--- src/rtl/iob_nativebridge_arbiter_pkg.sv ---
// Shared types for the IOb native bridge arbiter: FSM state encoding and grant-width helper.
// Latency: none (declarations only).  Backpressure: n/a.
package iob_nativebridge_arbiter_pkg;

    typedef enum logic [1:0] {
        ST_IDLE    = 2'd0,
        ST_ACCESS  = 2'd1,
        ST_WAIT_RD = 2'd2
    } nbarb_state_e;

    // Keeps the grant index at least one bit wide even for degenerate configurations.
    function automatic int grant_width(input int n);
        return (n > 1) ? $clog2(n) : 1;
    endfunction

endpackage

--- src/rtl/iob_nativebridge_arbiter_rr_picker.sv ---
// Rotating priority encoder: first set request found walking up from ptr_i, wrapping to 0.
// Latency: purely combinational.  Backpressure: none, the caller holds requests.
module iob_nbarb_rr_picker #(
    parameter int N  = 2,
    parameter int GW = 1
) (
    input  logic [N-1:0]  req_i,
    input  logic [GW-1:0] ptr_i,
    output logic [GW-1:0] win_o,
    output logic          any_o
);

    logic [GW-1:0] cand;
    logic [GW-1:0] win;
    logic          found;

    always_comb begin
        cand  = ptr_i;
        win   = '0;
        found = 1'b0;
        for (int i = 0; i < N; i++) begin
            if (!found && req_i[cand]) begin
                found = 1'b1;
                win   = cand;
            end
            cand = (cand == GW'(N - 1)) ? '0 : cand + 1'b1;
        end
    end

    assign win_o = win;
    assign any_o = found;

endmodule

--- src/rtl/iob_nativebridge_arbiter.sv ---
// Shares one IOb native subordinate between N_MANAGERS managers, one transaction in flight; IOB_NBARB_FIXED_PRIO_EN selects fixed priority.
// Latency: request at cycle t is forwarded at t+1; read data returns combinationally from the subordinate.
// Backpressure: subordinate ready is passed straight to the granted manager; losers see ready=0 and hold valid.
module iob_nativebridge_arbiter
    import iob_nativebridge_arbiter_pkg::*;
#(
    parameter int N_MANAGERS = 2,
    parameter int ADDR_W     = 32,
    parameter int DATA_W     = 32
) (
    input  logic                                    clk_i,
    input  logic                                    rst_i,
    input  logic [N_MANAGERS-1:0]                   m_iob_valid_i,
    input  logic [N_MANAGERS*ADDR_W-1:0]            m_iob_addr_i,
    input  logic [N_MANAGERS*DATA_W-1:0]            m_iob_wdata_i,
    input  logic [N_MANAGERS*(DATA_W/8)-1:0]        m_iob_wstrb_i,
    output logic [N_MANAGERS-1:0]                   m_iob_ready_o,
    output logic [N_MANAGERS-1:0]                   m_iob_rvalid_o,
    output logic [DATA_W-1:0]                       m_iob_rdata_o,
    output logic                                    s_iob_valid_o,
    output logic [ADDR_W-1:0]                       s_iob_addr_o,
    output logic [DATA_W-1:0]                       s_iob_wdata_o,
    output logic [DATA_W/8-1:0]                     s_iob_wstrb_o,
    input  logic                                    s_iob_ready_i,
    input  logic                                    s_iob_rvalid_i,
    input  logic [DATA_W-1:0]                       s_iob_rdata_i,
    output logic [grant_width(N_MANAGERS)-1:0]      grant_o,
    output logic                                    busy_o
);

    localparam int GW = grant_width(N_MANAGERS);
    localparam int SW = DATA_W / 8;

    nbarb_state_e  state_q, state_d;
    logic [GW-1:0] grant_q, grant_d;
    logic          is_read_q, is_read_d;
    logic          done;

    logic [GW-1:0] pick_ptr;
    logic [GW-1:0] pick_idx;
    logic          pick_any;
    logic [SW-1:0] pick_wstrb;

    logic              g_valid;
    logic [ADDR_W-1:0] g_addr;
    logic [DATA_W-1:0] g_wdata;
    logic [SW-1:0]     g_wstrb;

`ifdef IOB_NBARB_FIXED_PRIO_EN
    assign pick_ptr = '0;
`else
    logic [GW-1:0] ptr_q, ptr_d;

    // Search for the next owner starts just past whoever finished last.
    always_comb begin
        ptr_d = ptr_q;
        if (done) begin
            ptr_d = (grant_q == GW'(N_MANAGERS - 1)) ? '0 : grant_q + 1'b1;
        end
    end

    always_ff @(posedge clk_i) begin
        if (rst_i) begin
            ptr_q <= '0;
        end else begin
            ptr_q <= ptr_d;
        end
    end

    assign pick_ptr = ptr_q;
`endif

    iob_nbarb_rr_picker #(
        .N  (N_MANAGERS),
        .GW (GW)
    ) u_picker (
        .req_i (m_iob_valid_i),
        .ptr_i (pick_ptr),
        .win_o (pick_idx),
        .any_o (pick_any)
    );

    assign pick_wstrb = m_iob_wstrb_i[pick_idx*SW +: SW];

    assign g_valid = m_iob_valid_i[grant_q];
    assign g_addr  = m_iob_addr_i[grant_q*ADDR_W +: ADDR_W];
    assign g_wdata = m_iob_wdata_i[grant_q*DATA_W +: DATA_W];
    assign g_wstrb = m_iob_wstrb_i[grant_q*SW +: SW];

    always_ff @(posedge clk_i) begin
        if (rst_i) begin
            state_q   <= ST_IDLE;
            grant_q   <= '0;
            is_read_q <= 1'b0;
        end else begin
            state_q   <= state_d;
            grant_q   <= grant_d;
            is_read_q <= is_read_d;
        end
    end

    always_comb begin
        state_d   = state_q;
        grant_d   = grant_q;
        is_read_d = is_read_q;
        done      = 1'b0;
        case (state_q)
            ST_IDLE: begin
                if (pick_any) begin
                    grant_d   = pick_idx;
                    is_read_d = ~|pick_wstrb;
                    state_d   = ST_ACCESS;
                end
            end
            ST_ACCESS: begin
                // A manager dropping valid before acceptance forfeits its slot.
                if (!g_valid) begin
                    state_d = ST_IDLE;
                    done    = 1'b1;
                end else if (s_iob_ready_i) begin
                    if (!is_read_q || s_iob_rvalid_i) begin
                        state_d = ST_IDLE;
                        done    = 1'b1;
                    end else begin
                        state_d = ST_WAIT_RD;
                    end
                end
            end
            ST_WAIT_RD: begin
                if (s_iob_rvalid_i) begin
                    state_d = ST_IDLE;
                    done    = 1'b1;
                end
            end
            default: state_d = ST_IDLE;
        endcase
    end

    always_comb begin
        s_iob_valid_o  = 1'b0;
        s_iob_addr_o   = '0;
        s_iob_wdata_o  = '0;
        s_iob_wstrb_o  = '0;
        m_iob_ready_o  = '0;
        m_iob_rvalid_o = '0;
        case (state_q)
            ST_ACCESS: begin
                s_iob_valid_o          = g_valid;
                s_iob_addr_o           = g_addr;
                s_iob_wdata_o          = g_wdata;
                s_iob_wstrb_o          = g_wstrb;
                m_iob_ready_o[grant_q] = s_iob_ready_i;
                m_iob_rvalid_o[grant_q] = g_valid & s_iob_ready_i & is_read_q & s_iob_rvalid_i;
            end
            ST_WAIT_RD: begin
                m_iob_rvalid_o[grant_q] = s_iob_rvalid_i;
            end
            default: ;
        endcase
    end

    assign m_iob_rdata_o = s_iob_rdata_i;
    assign grant_o       = grant_q;
    assign busy_o        = (state_q != ST_IDLE);

endmodule

--- config.mk ---
export PLATFORM = sky130hd
export DESIGN_NAME = iob_nativebridge_arbiter
export DESIGN_NICKNAME = d
export VERILOG_FILES = /design/src/rtl/iob_nativebridge_arbiter_pkg.sv /design/src/rtl/iob_nativebridge_arbiter_rr_picker.sv /design/src/rtl/iob_nativebridge_arbiter.sv
export SDC_FILE = /design/constraint.sdc
export NUM_CORES = 1
export LEC_CHECK = 0
export CORE_AREA = 2 2 109 111
export CTS_CLUSTER_SIZE = 30
export DETAILED_ROUTE_END_ITERATION = 8
export DIE_AREA = 0 0 111 113
export PLACE_DENSITY = 0.61
export SLEW_MARGIN = 20
export SYNTH_ARGS = -nofsm -noshare
export SYNTH_HDL_FRONTEND = slang
export SYNTH_SLANG_ARGS = --single-unit
--- constraint.sdc ---
create_clock -name clk_i -period 1.5 [get_ports clk_i]
set_input_delay 0.3 -clock clk_i [delete_from_list [all_inputs] [get_ports clk_i]]
set_output_delay 0.3 -clock clk_i [all_outputs]
set_load 0.03 [all_outputs]
Word-level counts from Yosys, hierarchy flattened
Index checks and enable logic that the tools add are counted.
Cells by class
  add/sub/neg operators: 2
  $lt $le $gt $ge: 4
  equal/unequal tests: 5
  shifts and indexed selects: 4
  multiplexer cells: 31
  bitwise logic cells: 6
  reductions and logical operators: 11
Operators by type and width (number)
  indexed part select 64 x 7 -> 32 bit: 2
  two-way mux 32 bit: 2
  two-way mux 1 bit: 18
  indexed part select 8 x 4 -> 4 bit: 2
  two-way mux 2 bit: 6
  AND 2 bit: 3
  less-than comparator 1 x 2 -> 1 bit, second input constant: 3
  case mux 2 bit (3 select lines): 1
  two-way mux 4 bit: 1
  inequality test 2 bit, second input constant: 2
  case mux 2 bit (2 select lines): 1
  OR reduction 4 bit: 1
  AND 1 bit: 3
  logical NOT 1 bit: 3
  inequality test 3 bit, second input constant: 1
  AND reduction 3 bit: 1
  adder 1 bit, second input constant: 2
  == test 2 x 1 -> 1 bit, second input constant: 1
  == test 2 bit, second input constant: 1
  logical AND 1 bit: 2
  logical NOT 2 bit: 1
  case mux 1 bit (2 select lines): 1
  AND reduction 2 bit: 1
  nonzero test 2 bit: 1
  3 further kinds: 3
Storage, ports and cells
  register bits: 5
  output and inout port bits: 107

Longest topological paths before layout
  depth after elaboration: 9
  gate-level depth with buffers: 6
  gate-level depth less buffers: 6

Hierarchy
Synthesis repeated with hierarchy kept, for this count alone.
Second synthesis, totals
  cells, all modules: 235
  area, all modules: 1671.6 um^2
By module, submodules not included
  iob_nativebridge_arbiter: instances 1, cells each 232, area an instance 1654.1 um^2, sequential area each 100.1 um^2
  iob_nbarb_rr_picker: instances 1, cells each 3, area an instance 17.5 um^2, sequential area each 0.0 um^2

Least setup slack after synthesis
OpenSTA, ideal clock, no wires.
  path kind: register to output
  start: register grant_q (netlist: grant_o)
  end: output s_iob_addr_o[25]
  arrival: 1.525 ns
  data required time: 1.200 ns
  slack: -0.325 ns
  stages on the path, launching flop included: 5
  path buffers: 2
  cell sequence: dfxtp_1 > buf_2 > buf_2 > mux2i_1 > nor2_1
Between the ends
  cells in the longest elaborated chain, start to end: 2
RTL lines
  start: declaration: RTL line iob_nativebridge_arbiter.sv:35  | logic [GW-1:0] grant_q, grant_d;
  start signal: assignment: RTL line iob_nativebridge_arbiter.sv:97  | grant_q <= grant_d;
  indexed part select 64 x 7 -> 32 bit: RTL line iob_nativebridge_arbiter.sv:86  | assign g_addr = m_iob_addr_i[grant_q*ADDR_W +: ADDR_W];
  two-way mux 32 bit: RTL line iob_nativebridge_arbiter.sv:146  | case (state_q)
  end: declaration: RTL line iob_nativebridge_arbiter.sv:21  | output logic [ADDR_W-1:0] s_iob_addr_o,
Every way passes these cells.

Worst setup path after layout
  start: register state_q[1]
  end: output s_iob_wstrb_o[0]
Between the ends
  cells in the longest elaborated chain, start to end: 2
RTL lines
  start: declaration: RTL line iob_nativebridge_arbiter.sv:34  | nbarb_state_e state_q, state_d;
  start signal: assignment: RTL line iob_nativebridge_arbiter.sv:96  | state_q <= state_d;
  == test 2 x 1 -> 1 bit: RTL line iob_nativebridge_arbiter.sv:146
  two-way mux 4 bit: RTL line iob_nativebridge_arbiter.sv:146
  end: declaration: RTL line iob_nativebridge_arbiter.sv:23  | output logic [DATA_W/8-1:0] s_iob_wstrb_o,
Every way passes these cells.

==> metrics.cfg <==
[global_routing]
grt_pass1_vias = 2689
grt_pass1_wl_mm = 14.1
grt_overflow = 0
antenna_found_initial = 0
track_usage_pct = 13.8
grt_max_degree = 19

[route]
wl_per_cell_um = 16.5
drt_pass1_iterations = 4
drt_iter0_markers = 38
antenna_left = 0
wirelength_mm = 9.74
via_per_inst = 4.21
vias = 2489
drc = 0

[worst_setup_path]
r2r_end = pick_ptr$_SDFFE_PP0P_
path_class = flop to output pin
ff2ff_path_depth = 9
cp_max_fo = 5
cp.required_ns = 1.20
worstSetupEndpointType = output pin
worst_ep_arrival_time_ns = 1.48
reg2reg_slack_ns = -0.23
cp-start-kind = flop
reg2reg_from = state_q[1]$_SDFFE_PP0P_

[flow_run]
max-cap-violations = 0

[outcome]
violations = setup timing
outcome = finished, violations left

[cells_and_area]
fin_nets = 627
final_area_um2 = 5410
syn2layout_area_growth_pct = 228
mostFrequentLayoutCell = clkdlybuf4s50_1
layout-drive-gt1-share_pct = 56.9
post-route-util_pct = 48.0
num_antenna_cells = 0
mostFrequentLayoutCells = clkdlybuf4s50_1 (138), buf_6 (71), nor2_4 (46)

[sta]
rsz0062_at_grt = yes
setup_viol = 76
fin_ws_ns = -0.280
slew_viol_final = 0
finalCritPeriodShare_pct = 119
max_freq_mhz = 562
worstMarginPinSlew_ns = 0.327
fin_skew_ns = 0.00164
hold_violations = 0
period_minus_slack_ns = 1.78
maxSlewHeadroom_pct = 78.0

[logic_synthesis]
ys_seq_area_share_pct = 6.06
synth_edf_count = 0
syn_inst = 235
ys_types = 27
async_reset_ff_share_pct = 0
ys_ff_latch = 5
netlist_area_um2 = 1650
synthFlopType = dfxtp_1
synth_nets = 413
avgSynthCellArea_um2 = 7.03
yosysWarnings = 0

[hold_path]
worstHoldEndpoint = is_read_q$_SDFFE_PP0P_
hp-start = is_read_q$_SDFFE_PP0P_
hold_path_depth = 2
hp-class = flop to flop

[pwr]
ir_drop_mv = 0.522
totalPowerFinal_mw = 3.10
pwr-share-clk_pct = 14.3
powerDensity_nw_per_um2 = 572
combPwrFrac_pct = 80.6
switching_power_mw = 1.27
seqPwrFrac_pct = 5.0
p_sw_share_pct = 41.1
p_int_mw = 1.82
p_leak_nw = 1.98

[cts]
clkTransAtPathRegs_ns = 0.03
cts.sinks = 5
numCtsBuffers = 3
cts_tree = yes
clock_path_buffers = 2
root_buffer = clkbuf_16
htree_levels = 1
clk_latency_ns = 0.23

[place]
dpl.hpwl_mm = 6.15
io_buffers = 216
placedInstanceArea_um2 = 3850
gp_congestion = 0.812

[floorplanning]
start_util_pct = 14.7
std_cell_rows = 39
die_h_um = 113
die_w_um = 111
floorplan.die_area_um2 = 12500
core-area_um2 = 11300
io_pins = 281

-- state kept, by name, summed over array words and instances, names as in the netlist --
register,cells
is_read_q,1
grant_o,1
state_q,2
pick_ptr,1
-- layout make-up --
class | count | area, um^2
multi-input combinational | 176 | 2120
clock buffer | 4 | 78.8
tap | 143 | 179
inverter | 7 | 38.8
timing repair inverter | 1 | 11.3
fill | 1024 | 5860
timing repair buffer | 255 | 2880
sequential | 5 | 106
-- Yosys cell counts (2+ instances only) --
library cell / count / area share, %
ha_1: 4 / 3.0
buf_2: 5 / 1.5
buf_1: 2 / 0.45
clkbuf_1: 2 / 0.45
nand2_1: 2 / 0.45
inv_1: 7 / 1.6
nor4_1: 2 / 0.76
dfxtp_1: 5 / 6.1
a21oi_1: 3 / 0.91
buf_4: 38 / 17
mux2i_1: 71 / 43
nor2_1: 79 / 18
-- metrics by stage --
step	hold slack (ns)	TNS, ns	std cells	setup WS, ns
floorplan	0.362	-6.88	235	-0.234
global placement	0.525	-14.06	564	-0.821
detailed placement	0.527	-14.72	564	-0.801
CTS	0.532	-18.45	585	-0.281
global route	0.566	-22.19	591	-0.340
finish	0.564	-18.27	591	-0.280
-- worst max-delay path: stages, from the launching register on --
cell and delay, ns:
dfxtp_2 0.31, inv_2 0.06, buf_6 0.10, ha_4 0.19
buf_12 0.12, inv_8 0.04, buf_12 0.13, nor2_1 0.12
buf_4 0.17
-- routing by layer --
layer | part of all wire, % | GRT usage [%]
met1 | 35 | 15.0
met2 | 56 | 27.1
met3 | 7.2 | 3.16
met4 | 1.3 | 2.83
met5 | 0 | 0
-- cells by family (layout without fill, tap and decap cells) --
group | Yosys count | after routing | synth area share, %
DFF | 5 | 5 | 6.06
muxes | 72 | 72 | 43.9
and+or+nand+nor | 90 | 90 | 21.9
buffers and inverters | 54 | 267 | 21.3
adders and majority gates | 4 | 4 | 3.03
AOI/OAI and AO/OA | 10 | 10 | 3.86
-- power groups by stage --
| stage | sequential [mW] | clock, mW | combinational [mW] |
|---|---|---|---|
| global route | 0.158 | 0.464 | 2.62 |
| global placement | 0.154 | 0 | 1.66 |
| detailed placement | 0.153 | 0 | 1.67 |
| CTS | 0.154 | 0.452 | 2.17 |
| floorplan | 0.158 | 0 | 1.05 |
| finish | 0.156 | 0.444 | 2.50 |
-- how the worst max path moves through the flow --
stage                                  startpoint                end  slack [ns]  cells after the start
final                     state_q[1]$_SDFFE_PP0P_   s_iob_wstrb_o[0]       -0.28                      8
after global routing      state_q[1]$_SDFFE_PP0P_   s_iob_wstrb_o[0]       -0.34                      8
after floorplan           state_q[1]$_SDFFE_PP0P_   s_iob_addr_o[11]       -0.23                      6
after CTS                 state_q[1]$_SDFFE_PP0P_   s_iob_wdata_o[0]       -0.28                      7
after global placement           m_iob_valid_i[1]  m_iob_rvalid_o[0]       -0.82                      6
after detailed placement         m_iob_valid_i[1]  m_iob_rvalid_o[0]       -0.80                      6
-- repair_timing --
item                                    CTS  global route
pin swaps                                 8            16
cloned                                    8             4
gates resized for setup                 159           105
endpoints found under the setup margin   77            77
hold buffers                              0             0
setup buffers                             9             3
Power figures use the tool's default switching activity.
